### config.mk
export PLATFORM = sky130hd
export DESIGN_NAME = btb_assoc_flat
export DESIGN_NICKNAME = d
export VERILOG_FILES = /design/src/rtl/bp_pkg.sv /design/src/rtl/btb_assoc_if.sv /design/src/rtl/btb_prio_enc.sv /design/src/rtl/btb_assoc.sv /design/src/flat_wrapper.sv
export SDC_FILE = /design/constraint.sdc
export NUM_CORES = 2
export LEC_CHECK = 0
export BUFFER_PORTS_ARGS = -buffer_cell sky130_fd_sc_hd__buf_4
export CAP_MARGIN = 15
export CORE_MARGIN = 2
export CORE_UTILIZATION = 40
export CTS_CLUSTER_DIAMETER = 50
export CTS_CLUSTER_SIZE = 10
export DETAILED_ROUTE_END_ITERATION = 7
export HOLD_SLACK_MARGIN = 0.03
export SYNTH_ARGS = -nofsm -noshare
export SYNTH_HDL_FRONTEND = slang
export SYNTH_SLANG_ARGS = --single-unit
### constraint.sdc
create_clock -name clk -period 4.3 [get_ports clk]
set_clock_uncertainty 0.05 [all_clocks]
set_input_delay 0.43 -clock clk [delete_from_list [all_inputs] [get_ports clk]]
set_output_delay 0.43 -clock clk [all_outputs]
set_load 0.01 [all_outputs]
### src/rtl/bp_pkg.sv
// Shared branch-predictor definitions: direction counter encodings and the saturating counter step.
package bp_pkg;

    localparam logic [1:0] CTR_SNT  = 2'd0;
    localparam logic [1:0] CTR_WNT  = 2'd1;
    localparam logic [1:0] CTR_WT   = 2'd2;
    localparam logic [1:0] CTR_ST   = 2'd3;
    localparam logic [1:0] CTR_INIT = CTR_WT;

    function automatic logic [1:0] ctr_next(input logic [1:0] ctr, input logic taken);
        if (taken) begin
            return (ctr == CTR_ST) ? CTR_ST : ctr + 2'd1;
        end
        return (ctr == CTR_SNT) ? CTR_SNT : ctr - 2'd1;
    endfunction

endpackage

### src/rtl/btb_assoc_if.sv
// Fetch-side lookup, execute-side update/flush and occupancy signals of the branch target buffer.
interface btb_assoc_if #(
    parameter int XLEN  = 32,
    parameter int IDX_W = 3
);
    logic [XLEN-1:0] lk_pc;
    logic            lk_hit;
    logic            lk_taken;
    logic [XLEN-1:0] lk_target;
    logic            upd_valid;
    logic [XLEN-1:0] upd_pc;
    logic            upd_taken;
    logic [XLEN-1:0] upd_target;
    logic            flush;
    logic [IDX_W:0]  count;

    modport master (
        output lk_pc, upd_valid, upd_pc, upd_taken, upd_target, flush,
        input  lk_hit, lk_taken, lk_target, count
    );

    modport slave (
        input  lk_pc, upd_valid, upd_pc, upd_taken, upd_target, flush,
        output lk_hit, lk_taken, lk_target, count
    );
endinterface

### src/rtl/btb_prio_enc.sv
// Lowest-set-bit priority encoder with a found flag.
module btb_prio_enc #(
    parameter int IDX_W = 3
) (
    input  logic [(1<<IDX_W)-1:0] req,
    output logic [IDX_W-1:0]      idx,
    output logic                  found
);

    always_comb begin
        idx   = '0;
        found = 1'b0;
        for (int i = (1 << IDX_W) - 1; i >= 0; i--) begin
            if (req[i]) begin
                idx   = IDX_W'(i);
                found = 1'b1;
            end
        end
    end

endmodule

### src/rtl/btb_assoc.sv
// Fully-associative BTB with 2-bit direction counters and occupancy count.
// Define BTB_LRU_EN for true-LRU replacement; otherwise a round-robin pointer picks the victim.
module btb_assoc
    import bp_pkg::*;
#(
    parameter int XLEN  = 32,
    parameter int IDX_W = 3
) (
    input  logic        clk,
    input  logic        rst,
    btb_assoc_if.slave  bus
);

    localparam int ENTRIES = 1 << IDX_W;

    typedef struct packed {
        logic            valid;
        logic [XLEN-1:0] tag;
        logic [XLEN-1:0] target;
        logic [1:0]      ctr;
    } btb_entry_t;

    btb_entry_t           entry_q [ENTRIES];
    btb_entry_t           entry_d [ENTRIES];
    logic [IDX_W:0]       count_q, count_d;
`ifdef BTB_LRU_EN
    logic [IDX_W-1:0]     age_q [ENTRIES];
    logic [IDX_W-1:0]     age_d [ENTRIES];
    logic                 touch;
    logic [IDX_W-1:0]     touch_idx;
`else
    logic [IDX_W-1:0]     ptr_q, ptr_d;
`endif

    logic [ENTRIES-1:0]   lk_match, upd_match, invalid;
    logic [IDX_W-1:0]     upd_idx, inv_idx, victim;
    logic                 upd_found, inv_found, alloc;
    logic                 lk_taken_c;
    logic [XLEN-1:0]      lk_target_c;

    always_comb begin
        lk_match  = '0;
        upd_match = '0;
        invalid   = '0;
        for (int i = 0; i < ENTRIES; i++) begin
            lk_match[i]  = entry_q[i].valid && (entry_q[i].tag == bus.lk_pc);
            upd_match[i] = entry_q[i].valid && (entry_q[i].tag == bus.upd_pc);
            invalid[i]   = !entry_q[i].valid;
        end
    end

    btb_prio_enc #(.IDX_W(IDX_W)) u_hit_enc (.req(upd_match), .idx(upd_idx), .found(upd_found));
    btb_prio_enc #(.IDX_W(IDX_W)) u_inv_enc (.req(invalid),   .idx(inv_idx), .found(inv_found));

    // Tags are unique, so the lookup match vector is at most one-hot and a plain select suffices.
    always_comb begin
        lk_taken_c  = 1'b0;
        lk_target_c = '0;
        for (int i = 0; i < ENTRIES; i++) begin
            if (lk_match[i]) begin
                lk_taken_c  = entry_q[i].ctr[1];
                lk_target_c = entry_q[i].target;
            end
        end
    end

    assign bus.lk_hit    = |lk_match;
    assign bus.lk_taken  = lk_taken_c;
    assign bus.lk_target = lk_target_c;
    assign bus.count     = count_q;

    assign alloc = !bus.flush && bus.upd_valid && !upd_found && bus.upd_taken;

    always_comb begin
`ifdef BTB_LRU_EN
        victim = '0;
        for (int i = 0; i < ENTRIES; i++) begin
            if (age_q[i] == {IDX_W{1'b1}}) victim = IDX_W'(i);
        end
`else
        victim = ptr_q;
`endif
        if (inv_found) victim = inv_idx;
    end

    always_comb begin
        entry_d = entry_q;
        count_d = count_q;
        if (bus.flush) begin
            for (int i = 0; i < ENTRIES; i++) entry_d[i].valid = 1'b0;
            count_d = '0;
        end else if (bus.upd_valid && upd_found) begin
            entry_d[upd_idx].ctr = ctr_next(entry_q[upd_idx].ctr, bus.upd_taken);
            if (bus.upd_taken) entry_d[upd_idx].target = bus.upd_target;
        end else if (alloc) begin
            entry_d[victim] = '{valid: 1'b1, tag: bus.upd_pc, target: bus.upd_target, ctr: CTR_INIT};
            if (inv_found) count_d = count_q + (IDX_W+1)'(1);
        end
    end

`ifdef BTB_LRU_EN
    // Touched entry becomes youngest; everything younger than it ages by one, keeping ages a permutation.
    always_comb begin
        age_d     = age_q;
        touch     = !bus.flush && bus.upd_valid && (upd_found || bus.upd_taken);
        touch_idx = upd_found ? upd_idx : victim;
        if (bus.flush) begin
            for (int i = 0; i < ENTRIES; i++) age_d[i] = IDX_W'(i);
        end else if (touch) begin
            for (int i = 0; i < ENTRIES; i++) begin
                if (age_q[i] < age_q[touch_idx]) age_d[i] = age_q[i] + IDX_W'(1);
            end
            age_d[touch_idx] = '0;
        end
    end
`else
    always_comb begin
        ptr_d = ptr_q;
        if (bus.flush) begin
            ptr_d = '0;
        end else if (alloc && !inv_found) begin
            ptr_d = ptr_q + IDX_W'(1);
        end
    end
`endif

    always_ff @(posedge clk or negedge rst) begin
        if (!rst) begin
            for (int i = 0; i < ENTRIES; i++) begin
                entry_q[i] <= '0;
`ifdef BTB_LRU_EN
                age_q[i]   <= IDX_W'(i);
`endif
            end
            count_q <= '0;
`ifndef BTB_LRU_EN
            ptr_q   <= '0;
`endif
        end else begin
            entry_q <= entry_d;
            count_q <= count_d;
`ifdef BTB_LRU_EN
            age_q   <= age_d;
`else
            ptr_q   <= ptr_d;
`endif
        end
    end

endmodule

### src/flat_wrapper.sv
// flat-port wrapper written by rule: the top's interface ports become plain ports
module btb_assoc_flat import bp_pkg::*;
#(
    parameter int XLEN  = 32,
    parameter int IDX_W = 3
)
  (clk, rst, bus_lk_pc, bus_upd_valid, bus_upd_pc, bus_upd_taken, bus_upd_target, bus_flush, bus_lk_hit, bus_lk_taken, bus_lk_target, bus_count);
  btb_assoc_if #(.XLEN(XLEN), .IDX_W(IDX_W)) bus_i ();
  input  logic clk;
  input  logic rst;
  input wire logic [$bits(bus_i.lk_pc)-1:0] bus_lk_pc;
  input wire logic [$bits(bus_i.upd_valid)-1:0] bus_upd_valid;
  input wire logic [$bits(bus_i.upd_pc)-1:0] bus_upd_pc;
  input wire logic [$bits(bus_i.upd_taken)-1:0] bus_upd_taken;
  input wire logic [$bits(bus_i.upd_target)-1:0] bus_upd_target;
  input wire logic [$bits(bus_i.flush)-1:0] bus_flush;
  output wire logic [$bits(bus_i.lk_hit)-1:0] bus_lk_hit;
  output wire logic [$bits(bus_i.lk_taken)-1:0] bus_lk_taken;
  output wire logic [$bits(bus_i.lk_target)-1:0] bus_lk_target;
  output wire logic [$bits(bus_i.count)-1:0] bus_count;
  assign bus_i.lk_pc = bus_lk_pc;
  assign bus_i.upd_valid = bus_upd_valid;
  assign bus_i.upd_pc = bus_upd_pc;
  assign bus_i.upd_taken = bus_upd_taken;
  assign bus_i.upd_target = bus_upd_target;
  assign bus_i.flush = bus_flush;
  assign bus_lk_hit = bus_i.lk_hit;
  assign bus_lk_taken = bus_i.lk_taken;
  assign bus_lk_target = bus_i.lk_target;
  assign bus_count = bus_i.count;
  btb_assoc #(.XLEN(XLEN), .IDX_W(IDX_W)) u_core (.clk(clk), .rst(rst), .bus(bus_i));
endmodule
* Yosys cells after proc, flatten, opt, wreduce, memory -nomap -nowiden *
Index checks and enable logic that the tools add are counted.

word-level totals
  bits of input ports = 101
  ROM bits = 0
  bits in latches = 0
  bits in writable memories = 0
  output and inout bits = 38
  bits in registers = 543
  memories kept = 0

operators by class
  eq/ne operators = 18
  shift operators = 0
  divide/modulo/power cells = 0
  bitwise logic cells = 3
  $add $sub $neg = 4
  $lt $le $gt $ge = 4
  multiply operators = 0
  muxes and demuxes = 87
  reduce and logical (&&, ||, !) cells = 35

operators by type and width
  operator             number
  $bwmux 536           3
  $mux 536             3
  $demux 67 s3         3
  $eq 32x32->1         16
  $mux 32              8
  $bmux 67 s3          1
  $mux 67              1
  $mux 3               19
  $mux 1               35
  $mux 34              1
  $logic_and 1x1->1    23
  $mux 2               9
  $mux 4               4
  $ge 4x4->1 const B   2
  $lt 4x1->1 const B   2
  $not 3->4            2
  $reduce_bool 2->1    4
  $reduce_or 8->1      1
  $add 4x1->4 const B  1
  $add 3x1->3 const B  1
  $logic_not 1->1      3
  $reduce_and 3->1     1
  $reduce_bool 3->1    1
  $add 2x1->2 const B  1
  6 further kinds      6

* Depth between registers and ports, before layout *
  depth after elaboration = 25
  depth in mapped cells = 14
  depth with buffers taken out = 10

* Cells and area by module *
A second synthesis with hierarchy kept.

unflattened totals
  cells, all modules = 2652
  area total of the unflattened synthesis = 30035.1 um^2

modules (own cells, without submodules)
  module        area each (um^2)  times used  cells each  seq. area each (um^2)
  btb_assoc     29874.9           1           2626        13588.0
  btb_prio_enc  80.1              2           13          0.0

* Least setup slack after synthesis *
No wires, ideal clock.

  path type = input-to-output
  start = in bus_lk_pc[12]
  end = out bus_lk_target[11]
  stages on the path = 13
  path buffers = 3
  arrival time = 3.299 ns
  data required time = 3.820 ns
  slack = 0.521 ns
  cells stage by stage = clkbuf_1 xnor2_1 nand4_1 nor4_1 nand4_1 or4_1 clkbuf_1 clkbuf_1 mux2i_1 o211a_1 o21ai_0 a221oi_1 o21ai_0

on the way
  cells in the longest elaborated chain, start to end = 10
  elaborated cells on any way between the ends = 24

ends and longest elaborated chain
  what                  RTL line            RTL
  start: declaration    flat_wrapper.sv:11  input wire logic [$bits(bus_i.lk_pc)-1:0] bus_lk_pc;
  $eq 32x32->1          btb_assoc.sv:46     lk_match[i] = entry_q[i].valid && (entry_q[i].tag == bus.lk_pc);
  $logic_and 1x1->1     btb_assoc.sv:46
  $mux 32 (7 in a row)  btb_assoc.sv:60     if (lk_match[i]) begin
  $mux 32 *             btb_assoc.sv:60
  end: declaration      flat_wrapper.sv:19  output wire logic [$bits(bus_i.lk_target)-1:0] bus_lk_target;

Mark *: on every way between the ends. The rest lies on a longest branch, timed or not.

* Worst setup path in the final report *
  start = reg u_core.entry_q[455] (netlist name)
  end = out bus_lk_target[30]

on the way
  cells in the longest elaborated chain, start to end = 9

ends and longest elaborated chain
  what                      RTL line          RTL
  start: declaration        btb_assoc.sv:23   btb_entry_t entry_q [ENTRIES];
  start signal: assignment  btb_assoc.sv:140  entry_q <= entry_d;
  $eq 32x32->1              btb_assoc.sv:46
  $logic_and 1x1->1         btb_assoc.sv:46
  $mux 32 (7 in a row)      btb_assoc.sv:60

No other way between the ends.

==> results.yml <==
run_status:
  outcome: "finished with violations"
  violations: "setup timing"
placement:
  placedCellCount: 3760
  io_buffers: 138
  gp_routability_congestion: 0.942
  place_hpwl_um: 67800
finish:
  multiInputGateArea_mm2: 0.0160
  area_delta_synth_final_pct: 19.3
  final_nets: 3009
  final_core_util: 0.481
  fillCellCount: 6733
  register_area_mm2: 0.0136
  drive_gt1_frac: 0.296
  stdcell_count: 3941
timing:
  rsz0062_at_grt: "yes"
  slew_headroom: 0.208
  final_max_slew_viol_count: 0
  worst_pin_slew_ns: 1.18
  setup_violations: 17
  fin_crit_sh: 1.01
  setup_ws_ns: -0.0438
  hold_violations: 0
  holdWs_ns: 0.0530
  max_freq_ghz: 0.230
  period_minus_slack_ns: 4.34
cts:
  clkSinkCount: 543
  clkSlewWorstSetupHoldPaths_ns: 0.05
  cts_tree: "yes"
  cts_buffers: 83
  htreeDepth: 3
  root_buffer: "clkbuf_16"
  clockBufferDepth: 3
  clock_latency_ns: 0.65
synth:
  ys_seq_elements: 543
  syn_inst: 2744
  synth-main-ff-cell: "dfrtp_1"
  synth_compound_area_frac: 0.0628
  synthTopCellsByArea: "dfrtp_1, mux2_2, xor2_1"
  muxShareOfSynthArea: 0.189
  synth_fa_ha_area_frac: 0.00164
  synth_top_area_frac: 0.445
  syn_nets: 2847
  synthSimpleGateAreaFrac: 0.113
  synth-xor-area-share: 0.147
  syn-cell-area_mm2: 0.0305
  synthTopCellsByCount: "dfrtp_1, mux2_2, xor2_1, xnor2_1, nand2_1"
  synth_top_area_cell: "dfrtp_1"
  synth_top_family_by_area: "multiplexers"
  synth.avg_cell_area_um2: 11.1
  synth-edff-count: 0
  synth_cell_types: 80
  async_flop_share: 1.00
  synth_most_common_cell: "dfrtp_1"
  ys_seq_area_frac: 0.445
  yosys_warnings: 0
global_routing:
  grt_max_degree: 114
  grt_pass1_vias: 24022
  antenna_found_initial: 4
  grtUsageTotal: 0.266
  grt_pass1_wl_um: 155000
  overflow: 0
die:
  die_area_mm2: 0.0785
  die_x_um: 280
  core_mm2: 0.0757
  num_rows: 101
  initial_core_util: 0.403
  ios: 139
  die_y_um: 280
setup_path:
  critPathBufInv: 4
  cp_slowest_cell: "or4_4"
  worstSetupPathType: "flip-flop to output pin"
  slowest_delay_ns: 0.58
  cp-start-kind: "flip-flop"
  end_kind: "output pin"
  worstPathCellList: "xnor2_2 -> nand4_1 -> nor4_2 -> nand4_1 -> or4_4 -> buf_12 -> buf_16 -> buf_12 -> mux2i_1 -> o211a_1 -> o21ai_1 -> a221oi_2 -> o21ai_1 -> buf_4"
  required_ns: 3.82
  crit_fanout: 9
  critPathArrivalTime_ns: 3.86
  cp_top_family: "simple AND/OR/NAND/NOR gates"
detailed_routing:
  dr.pass1.iters: 7
  routed_wl_um: 104000
  viasPerCell: 5.87
  drt-initial-drc-count: 1917
  wl_per_cell_um: 26.5
  drc: 0
  final_antenna_net_count: 0
  vias: 23150
hold_path:
  hold_class: "input pin to flip-flop"
power:
  ir_worst_vdd_mv: 0.349
  leakage_uw: 0.0170
  power_density_mw_per_mm2: 397
job:
  drv_cap: 0
## path summary, 6_finish.rpt
kind                                                   end                             from  slack, ns  cells after the start
setup / recovery                         bus_lk_target[30]  u_core.entry_q[455]$_DFFE_PN0P_      -0.04                     14
hold / removal             u_core.entry_q[430]$_DFFE_PN0P_               bus_upd_target[26]       0.05                      2
setup reg to reg            u_core.entry_q[96]$_DFFE_PN0P_  u_core.entry_q[125]$_DFFE_PN0P_       0.33                     10
hold reg to reg            u_core.entry_q[476]$_DFFE_PN0P_  u_core.entry_q[476]$_DFFE_PN0P_       0.43                      1
max in group asynchronous  u_core.entry_q[477]$_DFFE_PN0P_                              rst       2.64                      3
min in group asynchronous  u_core.bus.count[2]$_DFFE_PN0P_                              rst       0.37                      2
## cell families (layout without fill, tap and decap cells)
family                     count (synthesis)  after routing
AOI/OAI and AO/OA                        274            274
xor gates and xnor gates                 513            513
adders and majority gates                  4              4
buffers and inverters                    255            469
DFF                                      543            543
muxes                                    516            516
other                                      0              5
and+or+nand+nor                          639            639
## state kept, by name, summed over array words and instances, names as in the netlist
name              cells
u_core.bus.count      4
u_core.ptr_q          3
u_core.entry_q      536
## metal layers
metal / part of all wire / track usage / wire length, µm / vias up
met1: 0.41 / 0.342 / 43300 / 11856
met4: 0.055 / 0.137 / 5740 / 0
met3: 0.067 / 0.0450 / 6990 / 316
li1: - / - / - / 9997
met5: 0 / 0 / 0 / -
met2: 0.46 / 0.431 / 48300 / 981
## repair_timing
action,4_1_cts,5_1_grt
setup endpoints to repair,33,33
endpoints found under the hold margin,245,0
resized for setup,36,50
pin swaps,28,56
cloned,1,1
buffers inserted,10,0
hold buffers,29,0
## cells in the final DEF, fill, tap and decap left out, types with 6 or more instances in the layout
cell type      synthesis  routed
a21o_1                 7       7
a21oi_1                9       8
a221oi_1              33      12
a221oi_2               0      21
and2_1                39      38
buf_12                 0      23
buf_4                 19     221
bufinv_16              0      10
clkbuf_1              87       6
clkbuf_16              0      85
clkinv_2               0      12
dfrtp_1              543     542
dlygate4sd3_1          0      29
inv_1                 48      48
inv_6                  0       6
mux2_1                70      70
mux2_2               404     404
mux2i_1               41      38
nand2_1              140     140
nand2b_1              10      10
nand3_1               37      37
nand4_1               81      81
nor2_1               125     125
nor3_1                28      28
nor4_1               118     109
nor4_2                 3       9
nor4_4                 5       8
o211a_1               33      33
o21ai_0              108      72
o21ai_1               13      47
o31ai_1               32      32
or4_1                  9       6
xnor2_1              208     203
xor2_1               305     305
## where the power goes
group	internal (µW)	switching, µW
Combinational	774	1010
Clock	4280	2570
Sequential	5490	326
## cell type report
class                      count  share of cell area
antenna                        5            0.000344
clock buffer                  95              0.0603
clock inverter                42              0.0162
inverter                      49             0.00512
multi-input combinational   1946               0.440
sequential                   543               0.373
tap                          978              0.0336
timing repair buffer         283              0.0714
## stage by stage
step | setup TNS (ns) | worst slack, ns | cell area [µm²] | total power, µW
floorplan | 0 | 0.521 | 30500 | 6860
global placement | 0 | 0.0260 | 32900 | 7550
detailed placement | -0.00772 | -0.00772 | 32900 | 7600
CTS | -0.131 | -0.0217 | 36200 | 14500
global route | -3.59 | -0.152 | 36400 | 15000
finish | -0.355 | -0.0438 | 36400 | 14500
Note: power is estimated with default switching activity, not from simulation.
